## src/rtl/vertex_fetch.sv

```systemverilog
// Vertex fetch: reads x,y,z words from vertex BRAM and presents {x,y,z,1.0} per vertex.
// Latency: valid_out rises 3+BRAM_LATENCY cycles after a vertex fetch starts; no prefetch.
// Backpressure: pos/valid_out/obj_done_out held until ready_in; no BRAM reads while held.
module vertex_fetch #(
    parameter int ADDR_WIDTH   = 12,
    parameter int BRAM_LATENCY = 2,
    parameter int CNT_WIDTH    = 16
) (
    input  logic                  clk_in,
    input  logic                  rst_in,
    input  logic                  start_in,
    input  logic [ADDR_WIDTH-1:0] base_addr_in,
    input  logic [CNT_WIDTH-1:0]  vertex_count_in,
    output logic [ADDR_WIDTH-1:0] addr_out,
    input  logic [31:0]           data_in,
    output logic [31:0]           pos [3:0],
    output logic                  valid_out,
    input  logic                  ready_in,
    output logic                  obj_done_out,
    output logic                  busy_out,
    output logic                  done_out
);

    localparam logic [31:0]           ONE_F       = 32'h3f80_0000;
    localparam logic [ADDR_WIDTH-1:0] ADDR_STRIDE = ADDR_WIDTH'(3);
    localparam logic [CNT_WIDTH-1:0]  CNT_ONE     = CNT_WIDTH'(1);

    typedef enum logic [2:0] {
        IDLE,
        FETCH,
        WAIT,
        OUT,
        FINISH
    } state_t;

    state_t state, state_nxt;

    logic [ADDR_WIDTH-1:0] vtx_addr;   // base + 3*i, advanced by 3 per vertex
    logic [ADDR_WIDTH-1:0] addr_hold;
    logic [ADDR_WIDTH-1:0] fetch_addr;
    logic [CNT_WIDTH-1:0]  cnt;
    logic [CNT_WIDTH-1:0]  idx;
    logic [1:0]            k;

    // Read-tag pipeline aligned to the BRAM latency: slot j holds the read issued j+1 cycles ago.
    logic [BRAM_LATENCY-1:0] pipe_vld;
    logic [1:0]              pipe_k [BRAM_LATENCY];

    logic start_acc;
    logic xfer;
    logic cap_vld;
    logic cap_last;
    logic is_last;

    assign cap_vld  = pipe_vld[BRAM_LATENCY-1];
    assign cap_last = cap_vld && (pipe_k[BRAM_LATENCY-1] == 2'd2);
    assign xfer     = (state == OUT) && valid_out && ready_in;
    assign is_last  = (idx == cnt - CNT_ONE);

    always_comb begin
        state_nxt  = state;
        start_acc  = 1'b0;
        done_out   = 1'b0;
        busy_out   = (state != IDLE);
        fetch_addr = vtx_addr + ADDR_WIDTH'(k);
        addr_out   = addr_hold;
        case (state)
            IDLE: begin
                if (start_in) begin
                    start_acc = 1'b1;
                    state_nxt = (vertex_count_in == '0) ? FINISH : FETCH;
                end
            end
            FETCH: begin
                addr_out = fetch_addr;
                if (k == 2'd2) begin
                    state_nxt = WAIT;
                end
            end
            WAIT: begin
                if (cap_last) begin
                    state_nxt = OUT;
                end
            end
            OUT: begin
                if (xfer) begin
                    state_nxt = obj_done_out ? FINISH : FETCH;
                end
            end
            FINISH: begin
                done_out  = 1'b1;
                state_nxt = IDLE;
            end
            default: state_nxt = IDLE;
        endcase
    end

    always_ff @(posedge clk_in or posedge rst_in) begin
        if (rst_in) begin
            state        <= IDLE;
            vtx_addr     <= '0;
            addr_hold    <= '0;
            cnt          <= '0;
            idx          <= '0;
            k            <= '0;
            pipe_vld     <= '0;
            valid_out    <= 1'b0;
            obj_done_out <= 1'b0;
            pos[3]       <= '0;
            pos[2]       <= '0;
            pos[1]       <= '0;
            pos[0]       <= ONE_F;
            for (int j = 0; j < BRAM_LATENCY; j++) begin
                pipe_k[j] <= '0;
            end
        end else begin
            state <= state_nxt;

            if (start_acc) begin
                vtx_addr <= base_addr_in;
                cnt      <= vertex_count_in;
                idx      <= '0;
                k        <= '0;
            end

            if (state == FETCH) begin
                addr_hold <= fetch_addr;
                k         <= (k == 2'd2) ? 2'd0 : k + 2'd1;
            end

            pipe_vld[0] <= (state == FETCH);
            pipe_k[0]   <= k;
            for (int j = 1; j < BRAM_LATENCY; j++) begin
                pipe_vld[j] <= pipe_vld[j-1];
                pipe_k[j]   <= pipe_k[j-1];
            end

            if (cap_vld) begin
                case (pipe_k[BRAM_LATENCY-1])
                    2'd0:    pos[3] <= data_in;
                    2'd1:    pos[2] <= data_in;
                    default: pos[1] <= data_in;
                endcase
            end

            if (cap_last) begin
                valid_out    <= 1'b1;
                obj_done_out <= is_last;
            end else if (xfer) begin
                valid_out    <= 1'b0;
                obj_done_out <= 1'b0;
                if (!obj_done_out) begin
                    idx      <= idx + CNT_ONE;
                    vtx_addr <= vtx_addr + ADDR_STRIDE;
                end
            end
        end
    end

endmodule

```

## config.mk

```make
export PLATFORM = sky130hd
export DESIGN_NAME = vertex_fetch
export DESIGN_NICKNAME = d
export VERILOG_FILES = /design/src/rtl/vertex_fetch.sv
export SDC_FILE = /design/constraint.sdc
export NUM_CORES = 1
export LEC_CHECK = 0
export ABC_AREA = 1
export BUFFER_PORTS_ARGS = -buffer_cell sky130_fd_sc_hd__buf_2
export CAP_MARGIN = 5
export CORE_ASPECT_RATIO = 1.25
export CORE_MARGIN = 4
export CORE_UTILIZATION = 43
export CTS_BUF_LIST = sky130_fd_sc_hd__clkbuf_4
export DETAILED_ROUTE_END_ITERATION = 7
export PLACE_DENSITY = 0.63
export SLEW_MARGIN = 20
export SYNTH_ARGS = -nofsm -noshare
export SYNTH_HDL_FRONTEND = slang
export SYNTH_SLANG_ARGS = --single-unit
```

## constraint.sdc

```tcl
create_clock -name clk_in -period 6.8 [get_ports clk_in]
set_input_delay 1.02 -clock clk_in [delete_from_list [all_inputs] [get_ports clk_in]]
set_output_delay 1.02 -clock clk_in [all_outputs]
set_load 0.1 [all_outputs]
```

Word level (Yosys, flattened, before mapping)
Index checks and enable logic that the tools add are counted.

Register bits after elaboration: 165. Word-level logic and storage cells: 71. Output and inout bits: 144.

Eq/ne operators: 12. $add $sub $neg: 5. Bitwise logic cells: 1. Multiplexer cells: 25. Reduce and logical (&&, ||, !) cells: 14.

Operator list (number): $mux W16 (4); $mux W12 (5); $mux W3 (6); $add A16 B1 Y16 const B (1); $eq A16 B16 Y1 (1); $logic_not A16 Y1 (1); $sub A16 B1 Y16 const B (1); $add A12 B2 Y12 (1); $add A12 B2 Y12 const B (1); $pmux W3 S4 (1); $ne A2 B2 Y1 const B (4); $eq A3 B2 Y1 const B (2); $mux W1 (6); $mux W2 (3); $reduce_and A2 Y1 (3); $eq A2 B2 Y1 const B (2); $reduce_and A4 Y1 (1); $reduce_bool A2 Y1 (2); $eq A3 B1 Y1 const B (1); $eq A3 B3 Y1 const B (1); $logic_and A1 B1 Y1 (3); $logic_not A3 Y1 (1); $reduce_bool A3 Y1 (1); $add A2 B1 Y2 const B (1); other kinds (4) (4).

Depth between registers and ports, before layout
Depth after elaboration: 6. Gate-level depth with buffers: 12. Mapped depth without buffers: 12.

Least setup slack after synthesis
No wires, ideal clock.

Path kind: register to output. Start point: reg k[0]. End point: out addr_out[10]. Required time: 5.780 ns. Path slack: 2.104 ns. Data arrival time: 3.676 ns. Cell stages (with the launch flop): 10. Path through: dfrtp_1 ha_1 inv_1 fa_1 nor2_1 nand2_1 inv_1 nand2_1 xor2_1 o21ai_0.

Longest elaborated chain between the ends: 2.

Ends and longest elaborated chain: start: declaration (line 43) `logic [1:0] k;`; start signal: assignment (line 128) `k <= (k == 2'd2) ? 2'd0 : k + 2'd1;`; $add A12 B2 Y12 (line 65) `fetch_addr = vtx_addr + ADDR_WIDTH'(k);`; $mux W12; end: declaration (line 14) `output logic [ADDR_WIDTH-1:0] addr_out,`.

No other way between the ends.

Worst setup path in the final report
Same ends and word-level chain as after synthesis.

==> run_results.csv <==
group,metric,value,unit
status,run_status,"finished clean",
yosys,synthTopCellsByArea,"dfrtp_1 54%, nand2_1 13%, o21ai_0 8.9%, inv_1 4.7%, buf_4 3.2%",
worst_hold_path,hold_depth,0,
floorplan,die_w,128,um
worst_setup_path,end_kind,"primary output",
yosys,synth-edff-count,0,
yosys,synth-xor-area-share,0.0397,
timing,tightest_slew,0.942,ns
worst_hold_path,min_to,"pipe_k[1]",
yosys,seq_area_frac_synth,0.535,
floorplan,row_count,54,
worst_setup_path,cp_top_family,"adder cells",
worst_setup_path,slowest_delay,0.46,ns
cts,clockRootBuffer,"clkbuf_4",
layout,drive_gt1_frac,0.203,
route,route.detailed.drc,0,
cts,hold_buffers,0,
floorplan,start_util,0.439,
layout,final_nets,1151,
cts,cts_buffers,17,
placement,dpl.hpwl,13100,um
route,dr_total_vias,6355,
yosys,synth_top_area_cell,"dfrtp_1",
flow_run,cap_violations,0,
placement,place_inst,1286,
cts,post_cts_buffers,0,
route,first_pass_iters,7,
timing,hold_violations,0,
worst_setup_path,worstReg2RegStart,"pipe_vld[1]",
layout,fin_cells,1319,
worst_setup_path,cp_max_fo,6,
worst_setup_path,rrSetupSlack,4.24,ns
cts,cts_tree,"built",
yosys,ys_seq_elements,165,
floorplan,dieHeight,158,um
yosys,ys.warnings.count,32,
global_routing,grt_pass1_vias,5894,
yosys,yosysMostFrequentCell,"nand2_1",
yosys,async_flop_share,1.00,
worst_setup_path,setup.worst_path.class,"flip-flop to primary output",
floorplan,num_io_pins,208,
placement,pre_cts_slack,3.43,ns
yosys,syn_avg_cell_area,8.41,um2
worst_setup_path,crit_arrival,2.91,ns
yosys,synthAdderAreaFrac,0.0107,
cts,clk_latency,0.56,ns
worst_setup_path,start_kind,"flip-flop",
yosys,ys_top_cells_by_count,"257 x nand2_1, 165 x dfrtp_1, 137 x o21ai_0",
global_routing,grt_max_degree,106,
yosys,synth-main-ff-cell,"dfrtp_1",
cts,clock-sinks,165,
worst_hold_path,hold_class,"flip-flop to flip-flop",
worst_setup_path,required,5.78,ns
yosys,syn_inst,917,
yosys,synth-simple-area-share,0.205,
timing,fin_setup_tns,0,ns
worst_setup_path,startpoint,"k[0]",
worst_hold_path,min-delay-start,"pipe_k[3]",
cts,clk_pin_slew,0.13,ns
yosys,synth-compound-area-share,0.111,
floorplan,core_area,17600,um2
global_routing,grt_pass1_wl,29300,um
yosys,yosys.area.top_type_share,0.535,
timing,setup_violations,0,
worst_setup_path,rr_worst_depth,8,
placement,place.gp.congestion,0.828,
route,routed_wl,18200,um
global_routing,antenna_found_initial,1,
worst_setup_path,critical_path_buf_inv_count,3,
placement,io_buffer_count,175,
timing,timing.final.crit_share,0.578,
yosys,yosys.cell_types.count,36,
floorplan,die-area,20200,um2
cts,htreeDepth,4,
cts,cts_resized,0,
global_routing,grt-ovfl-total,0,
timing,clock_skew,0.0244,ns
route,dr.first_iter.drc_count,430,
timing,worst_slack,2.87,ns
global_routing,grt_use_total,0.179,
worst_setup_path,r2r_end,"idx[7]",
route,routedWlPerCell,13.8,um
layout,synthToLayoutAreaGrowth,15.6,%
cts,clockBufferDepth,2,
yosys,synth_area,7720,um2
timing,rsz0062_at_grt,"false",
yosys,muxShareOfSynthArea,0,
route,avgViaCountPerCell,4.82,
timing,post-route-min-period,3.93,ns
yosys,synth_top_family_by_area,"simple AND/OR/NAND/NOR gates",
worst_setup_path,cp_cell_sequence,"ha_1, inv_1, fa_1, nor2_1, nand2_1, inv_1, nand2_1, xor2_1, o21ai_0, buf_2",
timing,hold_slack,0.364,ns
timing,maxSlewViolCount,0,
worst_setup_path,cp_slowest_cell,"buf_2",
route,ant_nets,0,
timing,max_slew_margin,0.372,
timing,fmax,254,MHz
-- cell families after synthesis --
group,after synthesis
xor+xnor,35
flops,165
compound gates,162
fa+ha+maj,6
simple gates,386
buf+inv,162
other cells,1
-- state kept, by name (all words and copies together), names as in the netlist --
name	flops
addr_hold	12
cnt	16
idx	16
k	2
obj_done_out	1
pipe_k	4
pipe_vld	2
pos	96
state	3
valid_out	1
vtx_addr	12
-- layer usage --
layer | up-vias | track usage | wire length (um)
met3 | 24 | 0.0361 | 1050
met5 | - | 0 | 0
met4 | 0 | 0.0506 | 255
met2 | 194 | 0.290 | 8630
met1 | 2947 | 0.245 | 8250
li1 | 3190 | - | -
-- cells in the final DEF, fill, tap and decap left out, types with 3 or more instances in the layout --
cell | Yosys | routed
a21oi_1 | 7 | 7
o21ai_0 | 137 | 137
nand3b_1 | 5 | 5
nor3_1 | 7 | 7
o211ai_1 | 6 | 6
xnor2_1 | 15 | 15
inv_6 | 0 | 5
xor2_1 | 20 | 20
inv_1 | 97 | 96
nor2_1 | 62 | 62
clkbuf_4 | 0 | 17
dfrtp_1 | 165 | 165
o221ai_1 | 3 | 3
conb_1 | 1 | 32
o22ai_1 | 3 | 3
buf_4 | 33 | 3
buf_2 | 1 | 175
o31ai_1 | 3 | 3
nand2_1 | 257 | 255
nand4_1 | 5 | 5
ha_1 | 5 | 5
nand3_1 | 40 | 40
clkinvlp_4 | 0 | 5
nor2_2 | 3 | 3
-- stage by stage --
step	utilization	cell area (um2)
floorplan	-	7830
global placement	0.491	8630
detailed placement	0.491	8630
CTS	0.507	8910
global route	0.508	8920
finish	0.508	8920
-- layout make-up --
class                      instances  area, um2
clock inverter                    15        146
timing repair buffer             178        898
sequential                       165       4130
antenna                            1       2.50
multi-input combinational        621       2960
clock buffer                      17        128
tap                              224        280
fill                            1722       8650
inverter                          98        373
-- worst max-delay path by stage --
stage	endpoint	slack, ns	cells after the start
after global placement	addr_out[10]	3.47	10
final	addr_out[10]	2.87	10
after floorplan	addr_hold[0]	1.32	1
after global routing	addr_out[10]	2.61	10
after CTS	addr_out[10]	2.79	10
after detailed placement	addr_out[10]	3.43	10
-- worst reg2reg max path, cell delays in order (launching register included) --
cell and delay (ns):
dfrtp_1 0.47, nand2_4 0.48, nor2_1 0.17, inv_1 0.18, nand4_1 0.22, nor2_2 0.59, nand2_1 0.14, xor2_1 0.16
nor2_1 0.06
Power is not shown: default switching activity piles up to over one toggle a cycle in this logic, so the estimate is an artifact.
